**src/rtl/fetch_unit_if.sv**
```systemverilog
// fetch_unit_if: groups the fetch unit's instruction-memory, redirect and
// decode-handshake signals.
//   imem_req/imem_addr    fetch request and byte address   (fetch -> imem)
//   imem_rdata            instruction word, one cycle late  (imem -> fetch)
//   br_taken/br_target    redirect strobe and target        (downstream -> fetch)
//   instr_valid/instr/instr_pc  head of the fetch buffer     (fetch -> decode)
//   instr_ready           decode accepts the head           (decode -> fetch)
// Modports: master = fetch unit side, slave = memory/decode side.
interface fetch_unit_if;
    logic        imem_req;
    logic [63:0] imem_addr;
    logic [31:0] imem_rdata;
    logic        br_taken;
    logic [63:0] br_target;
    logic        instr_valid;
    logic        instr_ready;
    logic [31:0] instr;
    logic [63:0] instr_pc;

    modport master (
        output imem_req, imem_addr, instr_valid, instr, instr_pc,
        input  imem_rdata, br_taken, br_target, instr_ready
    );

    modport slave (
        input  imem_req, imem_addr, instr_valid, instr, instr_pc,
        output imem_rdata, br_taken, br_target, instr_ready
    );
endinterface

```
**src/rtl/fetch_unit.sv**
```systemverilog
// fetch_unit: sequential instruction fetch with a two-entry buffer, one
// outstanding memory request and branch redirect/flush.
// Ports:
//   clk           clock, all state updates on the rising edge
//   reset         synchronous active-high reset
//   bus           fetch_unit_if.master (imem request/response, redirect,
//                 decode handshake)
//   perf_fetched  count of accepted instructions (32-bit, wraps)
//   perf_stall    count of cycles with instr_valid=1 and instr_ready=0
// Optional feature: define FETCH_PERF_EN to build the performance counters;
// otherwise both counter outputs are tied to 0.
module fetch_unit #(
    parameter logic [63:0] RESET_PC = 64'h0
) (
    input  logic         clk,
    input  logic         reset,
    fetch_unit_if.master bus,
    output logic [31:0]  perf_fetched,
    output logic [31:0]  perf_stall
);
    localparam int unsigned XLEN = 64;
    localparam int unsigned ILEN = 32;
    localparam int unsigned CW   = 32;

    logic [XLEN-1:0] pc_q, pc_d;
    logic [ILEN-1:0] e0_instr_q, e0_instr_d, e1_instr_q, e1_instr_d;
    logic [XLEN-1:0] e0_pc_q, e0_pc_d, e1_pc_q, e1_pc_d;
    logic            v0_q, v0_d, v1_q, v1_d;
    logic            infl_q, infl_d;
    logic [XLEN-1:0] infl_pc_q, infl_pc_d;

    logic            pop;
    logic            push;
    logic            issue;
    logic [1:0]      occ;
    logic            unused_tgt_lsb;

    // Entry 0 is always the head; valid entries are contiguous from entry 0.
    assign pop   = v0_q & bus.instr_ready;
    assign push  = infl_q;
    // Buffered + in-flight after this cycle's pop; cannot underflow since pop needs v0.
    assign occ   = 2'(v0_q) + 2'(v1_q) + 2'(infl_q) - 2'(pop);
    assign issue = ~reset & ~bus.br_taken & (occ < 2'd2);

    assign bus.imem_req    = issue;
    assign bus.imem_addr   = pc_q;
    assign bus.instr_valid = v0_q;
    assign bus.instr       = e0_instr_q;
    assign bus.instr_pc    = e0_pc_q;

    assign unused_tgt_lsb  = ^bus.br_target[1:0];

    // Next-state: shift on pop, write response into first free slot, issue, redirect.
    always_comb begin
        pc_d       = pc_q;
        e0_instr_d = e0_instr_q;
        e0_pc_d    = e0_pc_q;
        e1_instr_d = e1_instr_q;
        e1_pc_d    = e1_pc_q;
        v0_d       = v0_q;
        v1_d       = v1_q;
        infl_d     = issue;
        infl_pc_d  = infl_pc_q;

        if (pop) begin
            e0_instr_d = e1_instr_q;
            e0_pc_d    = e1_pc_q;
            v0_d       = v1_q;
            v1_d       = 1'b0;
        end

        if (push) begin
            // One entry still occupied after the pop -> the response goes to slot 1.
            if (pop ? v1_q : v0_q) begin
                e1_instr_d = bus.imem_rdata;
                e1_pc_d    = infl_pc_q;
                v1_d       = 1'b1;
            end else begin
                e0_instr_d = bus.imem_rdata;
                e0_pc_d    = infl_pc_q;
                v0_d       = 1'b1;
            end
        end

        if (issue) begin
            infl_pc_d = pc_q;
            pc_d      = pc_q + XLEN'(4);
        end

        // Redirect flushes the buffer and drops the outstanding response.
        if (bus.br_taken) begin
            v0_d   = 1'b0;
            v1_d   = 1'b0;
            infl_d = 1'b0;
            pc_d   = {bus.br_target[XLEN-1:2], 2'b00};
        end
    end

    // State registers.
    always_ff @(posedge clk) begin
        if (reset) begin
            pc_q       <= RESET_PC;
            e0_instr_q <= '0;
            e0_pc_q    <= '0;
            e1_instr_q <= '0;
            e1_pc_q    <= '0;
            v0_q       <= 1'b0;
            v1_q       <= 1'b0;
            infl_q     <= 1'b0;
            infl_pc_q  <= '0;
        end else begin
            pc_q       <= pc_d;
            e0_instr_q <= e0_instr_d;
            e0_pc_q    <= e0_pc_d;
            e1_instr_q <= e1_instr_d;
            e1_pc_q    <= e1_pc_d;
            v0_q       <= v0_d;
            v1_q       <= v1_d;
            infl_q     <= infl_d;
            infl_pc_q  <= infl_pc_d;
        end
    end

`ifdef FETCH_PERF_EN
    logic [CW-1:0] fetched_q;
    logic [CW-1:0] stall_q;

    // Transfers (including one coinciding with a redirect) and stalled cycles.
    always_ff @(posedge clk) begin
        if (reset) begin
            fetched_q <= '0;
            stall_q   <= '0;
        end else begin
            if (pop) begin
                fetched_q <= fetched_q + CW'(1);
            end
            if (v0_q & ~bus.instr_ready) begin
                stall_q <= stall_q + CW'(1);
            end
        end
    end

    assign perf_fetched = fetched_q;
    assign perf_stall   = stall_q;
`else
    assign perf_fetched = CW'(0);
    assign perf_stall   = CW'(0);
`endif
endmodule

```
**src/flat_wrapper.sv**
```systemverilog
// flat-port wrapper written by rule: the top's interface ports become plain ports
module fetch_unit_flat 
#(
    parameter logic [63:0] RESET_PC = 64'h0
)
  (clk, reset, perf_fetched, perf_stall, bus_imem_req, bus_imem_addr, bus_instr_valid, bus_instr, bus_instr_pc, bus_imem_rdata, bus_br_taken, bus_br_target, bus_instr_ready);
  fetch_unit_if bus_i ();
  input  logic clk;
  input  logic reset;
  output logic [31:0] perf_fetched;
  output logic [31:0] perf_stall;
  output wire logic [$bits(bus_i.imem_req)-1:0] bus_imem_req;
  output wire logic [$bits(bus_i.imem_addr)-1:0] bus_imem_addr;
  output wire logic [$bits(bus_i.instr_valid)-1:0] bus_instr_valid;
  output wire logic [$bits(bus_i.instr)-1:0] bus_instr;
  output wire logic [$bits(bus_i.instr_pc)-1:0] bus_instr_pc;
  input wire logic [$bits(bus_i.imem_rdata)-1:0] bus_imem_rdata;
  input wire logic [$bits(bus_i.br_taken)-1:0] bus_br_taken;
  input wire logic [$bits(bus_i.br_target)-1:0] bus_br_target;
  input wire logic [$bits(bus_i.instr_ready)-1:0] bus_instr_ready;
  assign bus_imem_req = bus_i.imem_req;
  assign bus_imem_addr = bus_i.imem_addr;
  assign bus_instr_valid = bus_i.instr_valid;
  assign bus_instr = bus_i.instr;
  assign bus_instr_pc = bus_i.instr_pc;
  assign bus_i.imem_rdata = bus_imem_rdata;
  assign bus_i.br_taken = bus_br_taken;
  assign bus_i.br_target = bus_br_target;
  assign bus_i.instr_ready = bus_instr_ready;
  fetch_unit #(.RESET_PC(RESET_PC)) u_core (.clk(clk), .reset(reset), .bus(bus_i), .perf_fetched(perf_fetched), .perf_stall(perf_stall));
endmodule
```
**config.mk**
```make
export PLATFORM = sky130hd
export DESIGN_NAME = fetch_unit_flat
export DESIGN_NICKNAME = d
export VERILOG_FILES = /design/src/rtl/fetch_unit_if.sv /design/src/rtl/fetch_unit.sv /design/src/flat_wrapper.sv
export SDC_FILE = /design/constraint.sdc
export NUM_CORES = 1
export LEC_CHECK = 0
export CORE_UTILIZATION = 50
export DETAILED_ROUTE_END_ITERATION = 8
export PLACE_DENSITY_LB_ADDON = 0.3
export SLEW_MARGIN = 10
export SYNTH_ARGS = -nofsm -noshare
export SYNTH_HDL_FRONTEND = slang
export SYNTH_SLANG_ARGS = --single-unit
```
**constraint.sdc**
```tcl
create_clock -name clk -period 3.9 [get_ports clk]
set_clock_uncertainty 0.15 [all_clocks]
set_input_delay 0.39 -clock clk [delete_from_list [all_inputs] [get_ports clk]]
set_output_delay 0.39 -clock clk [all_outputs]
set_load 0.05 [all_outputs]
```
==> results.cfg <==
[critical_path]
crit_path_end_kind = output pin
r2r_cells = 11
required_ps = 3360
reg2reg_to = u_core.bus.imem_addr[51]
path_max_fanout = 14
arrival_ps = 2910
critPathLaunchType = flip-flop
crit_chain = nand2_4, clkinv_2, ha_1, inv_1, ha_1, a21oi_1, xor2_2, nand2_4, inv_2, buf_12
timing.rr.start = u_core.bus.instr_valid
worstSetupPathType = flip-flop to output pin
cpMaxStageDelayCell = a21oi_1
rrSetupSlack_ps = 550
max_stage_delay_ps = 380

[global_routing]
grt_pass1_vias = 12430
overflow = 0
grt_antenna_before_repair = 1
grt_start_max_net_pins = 110
track_usage = 0.2802
grt_pass1_wl_um = 64650

[clock_tree]
postCtsHoldBufs = 0
cts_buffers = 34
clkSinkCount = 317
clock_latency_ps = 500
cts_max_level = 2
cts.repair.resized = 0
cts_tree = yes
clk_pin_slew_ps = 60
postCtsSetupRepairBufs = 0
clk_path_buf_depth = 3
cts_root_buffer = clkbuf_16

[sta]
worst_slack_ps = 452.3
slew_headroom = 0.2207
report.final.slew_viol_count = 0
fmax_mhz = 290.0
setup_viol = 0
fin_setup_tns_ps = 0
hold_violations = 0
worstMarginPinSlew_ps = 1169
fin_crit_ps = 3448
finalCritPeriodShare = 0.8840
rsz0062_at_grt = false

[place]
hpwl_um = 26010
dp_slack_ps = 67.83
gp_routability_congestion = 0.8315
port_buffers = 257

[pwr]
seqPwrFrac = 0.435
p_clk_frac = 0.406
intPower_mw = 5.773
vdd_drop_max_mv = 0.3123
swShare = 0.2834
combPwrFrac = 0.158
power_density_nw_per_um2 = 460.0
p_sw_mw = 2.283
leakagePower_nw = 6.006

[cells_and_area]
diodes = 0
area_growth_pct = 27.21
final_layout_size_suffix_gt1_frac = 0.04925
num-nets-final = 2070

[synthesis]
netlist.area_leader.share = 0.4610
yosysMostFrequentCell = nand2_1
async_reset_ff_frac = 0
synth-edff-count = 0
ys_top_cells_by_area = dfxtp_1 46%, nand2_1 15%, a311oi_1 6.6%, a21oi_1 6.0%, nor2_1 3.6%
synth_common_cells = 560 x nand2_1, 317 x dfxtp_1, 164 x a21oi_1, 133 x nor2_1, 124 x clkbuf_1
yosys.area.top_type = dfxtp_1
ys_seq_area_frac = 0.4610
yosys_register_bits = 317
syn_avg_cell_area_sq_um = 7.717
yosysUniqueCellTypes = 59
syn_area_sq_um = 13770
ys_dominant_reg_cell = dfxtp_1
ys_warn_count = 0
synthCells = 1784

[route]
drc_errors = 0
postRouteAntennaNets = 0
routed_via_density = 5.805
first_iter_violations = 1536
wl_per_cell_um = 17.42
vias = 13530
drt_pass1_iterations = 5
wl_um = 40600

[run_status]
status = complete, no violations

[run]
max-cap-violations = 0

[floorplan]
initial_core_util = 0.5108
placementRows = 60
core-area_sq_um = 26950
dieArea_sq_um = 28200
die_h_um = 167.9
boundaryPins = 326
fp.dieW_um = 167.9

[min_path]
hp-class = input port to flip-flop
min_path_cells = 3
min_to = u_core.bus.imem_addr[2]
hp-start = bus_br_taken
## critical path: cells and delay by family (launching register included)
family | cells | cell delay (ps)
AOI/OAI and AO/OA | 1 | 380
DFF | 1 | 360
adders and majority gates | 2 | 520
and+or+nand+nor | 2 | 260
buffers and inverters | 4 | 590
xor gates and xnor gates | 1 | 290
## state kept, by name (all words and copies together) (netlist names)
register                flops
u_core.v1_q                 1
u_core.bus.imem_addr       62
u_core.e1_instr_q          32
u_core.infl_q               1
u_core.bus.instr_valid      1
u_core.bus.instr           32
u_core.e1_pc_q             62
u_core.bus.instr_pc        64
u_core.infl_pc_q           62
## cell type report
cell class	count	area, sq um
sequential	317	6346
tap	341	426.7
fill	2235	9438
clock inverter	3	65.06
inverter	11	42.54
clock buffer	57	1071
timing repair buffer	286	2913
multi-input combinational	1316	6649
## routing by layer
| metal | GRT usage | vias up | share of wire |
|---|---|---|---|
| met4 | 0.1053 | 2 | 0.032 |
| met3 | 0.05430 | 100 | 0.086 |
| li1 | - | 6430 | - |
| met1 | 0.3721 | 6386 | 0.43 |
| met5 | 0 | - | 0.00032 |
| met2 | 0.4511 | 614 | 0.46 |
## stage by stage
stage                       util  instances  power [mW]  area, sq um  hold slack (ps)
after global placement    0.6077       2271       4.826        16380            291.6
after floorplan                -       1849       4.421        14010            286.6
after detailed placement  0.6077       2271       4.841        16380            296.5
after global routing      0.6498       2331       8.309        17510            245.3
after CTS                 0.6498       2331       8.092        17510            195.8
final                     0.6498       2331       8.056        17510            206.8
## power by group through the flow
| stage | sequential [mW] | clock (mW) | combinational (mW) |
|---|---|---|---|
| 2_1_floorplan | 3.91 | 0 | 0.512 |
| 3_3_place_gp | 3.57 | 0 | 1.26 |
| 3_5_place_dp | 3.57 | 0 | 1.27 |
| 4_1_cts | 3.50 | 3.31 | 1.27 |
| 5_1_grt | 3.52 | 3.44 | 1.34 |
| 6_report | 3.51 | 3.27 | 1.28 |
## cell usage in the layout (no fill, tap or decap), drive strengths merged, types with 3 or more instances in the layout
cell           Yosys  final
a211oi            16     16
a21oi            164    164
a2bb2oi            3      3
a311oi           103    103
a31oi             24     24
a32oi              3      3
and2              10     10
and3              13     13
and4              12     12
buf               80     32
clkbuf           125     57
clkdlybuf4s50      0    254
clkinv             1      3
conb               1     66
dfxtp            317    317
ha                 4      4
inv               10      9
nand2            560    560
nand3             34     34
nand4             26     26
nor2             133    133
nor3              10     10
nor4              16     16
nor4b              4      4
o211ai            11     11
o21a               3      3
o21ai             11     11
o221ai             3      3
o22ai              4      4
o311ai             4      4
o31ai              6      6
or2                3      3
or3               11     11
or4               18     18
xnor2             11     11
xor2               7      7
## kinds of logic (layout without fill, tap and decap cells)
logic type / Yosys count / after routing / synth area share
AOI/OAI and AO/OA: 367 / 367 / 0.1780
muxes: 2 / 2 / 0.001545
adders and majority gates: 4 / 4 / 0.003636
and+or+nand+nor: 859 / 859 / 0.2669
xor gates and xnor gates: 18 / 18 / 0.01145
other: 1 / 66 / 0.0002724
buffers and inverters: 216 / 357 / 0.07725
DFF: 317 / 317 / 0.4610
## how the worst max path moves through the flow
stage / startpoint / endpoint / slack [ps] / cells after the start
final: u_core.bus.instr_valid / bus_imem_req / 450 / 10
after global routing: u_core.bus.instr_valid / bus_imem_req / 290 / 10
after CTS: u_core.bus.instr_valid / bus_imem_req / 400 / 10
after detailed placement: bus_instr_ready / u_core.bus.imem_addr[51] / 70 / 12
after global placement: bus_instr_ready / u_core.bus.imem_addr[43] / 230 / 12
after floorplan: u_core.bus.instr_valid / u_core.bus.imem_addr[49] / 110 / 12
Note: power is estimated with default switching activity, not from simulation.
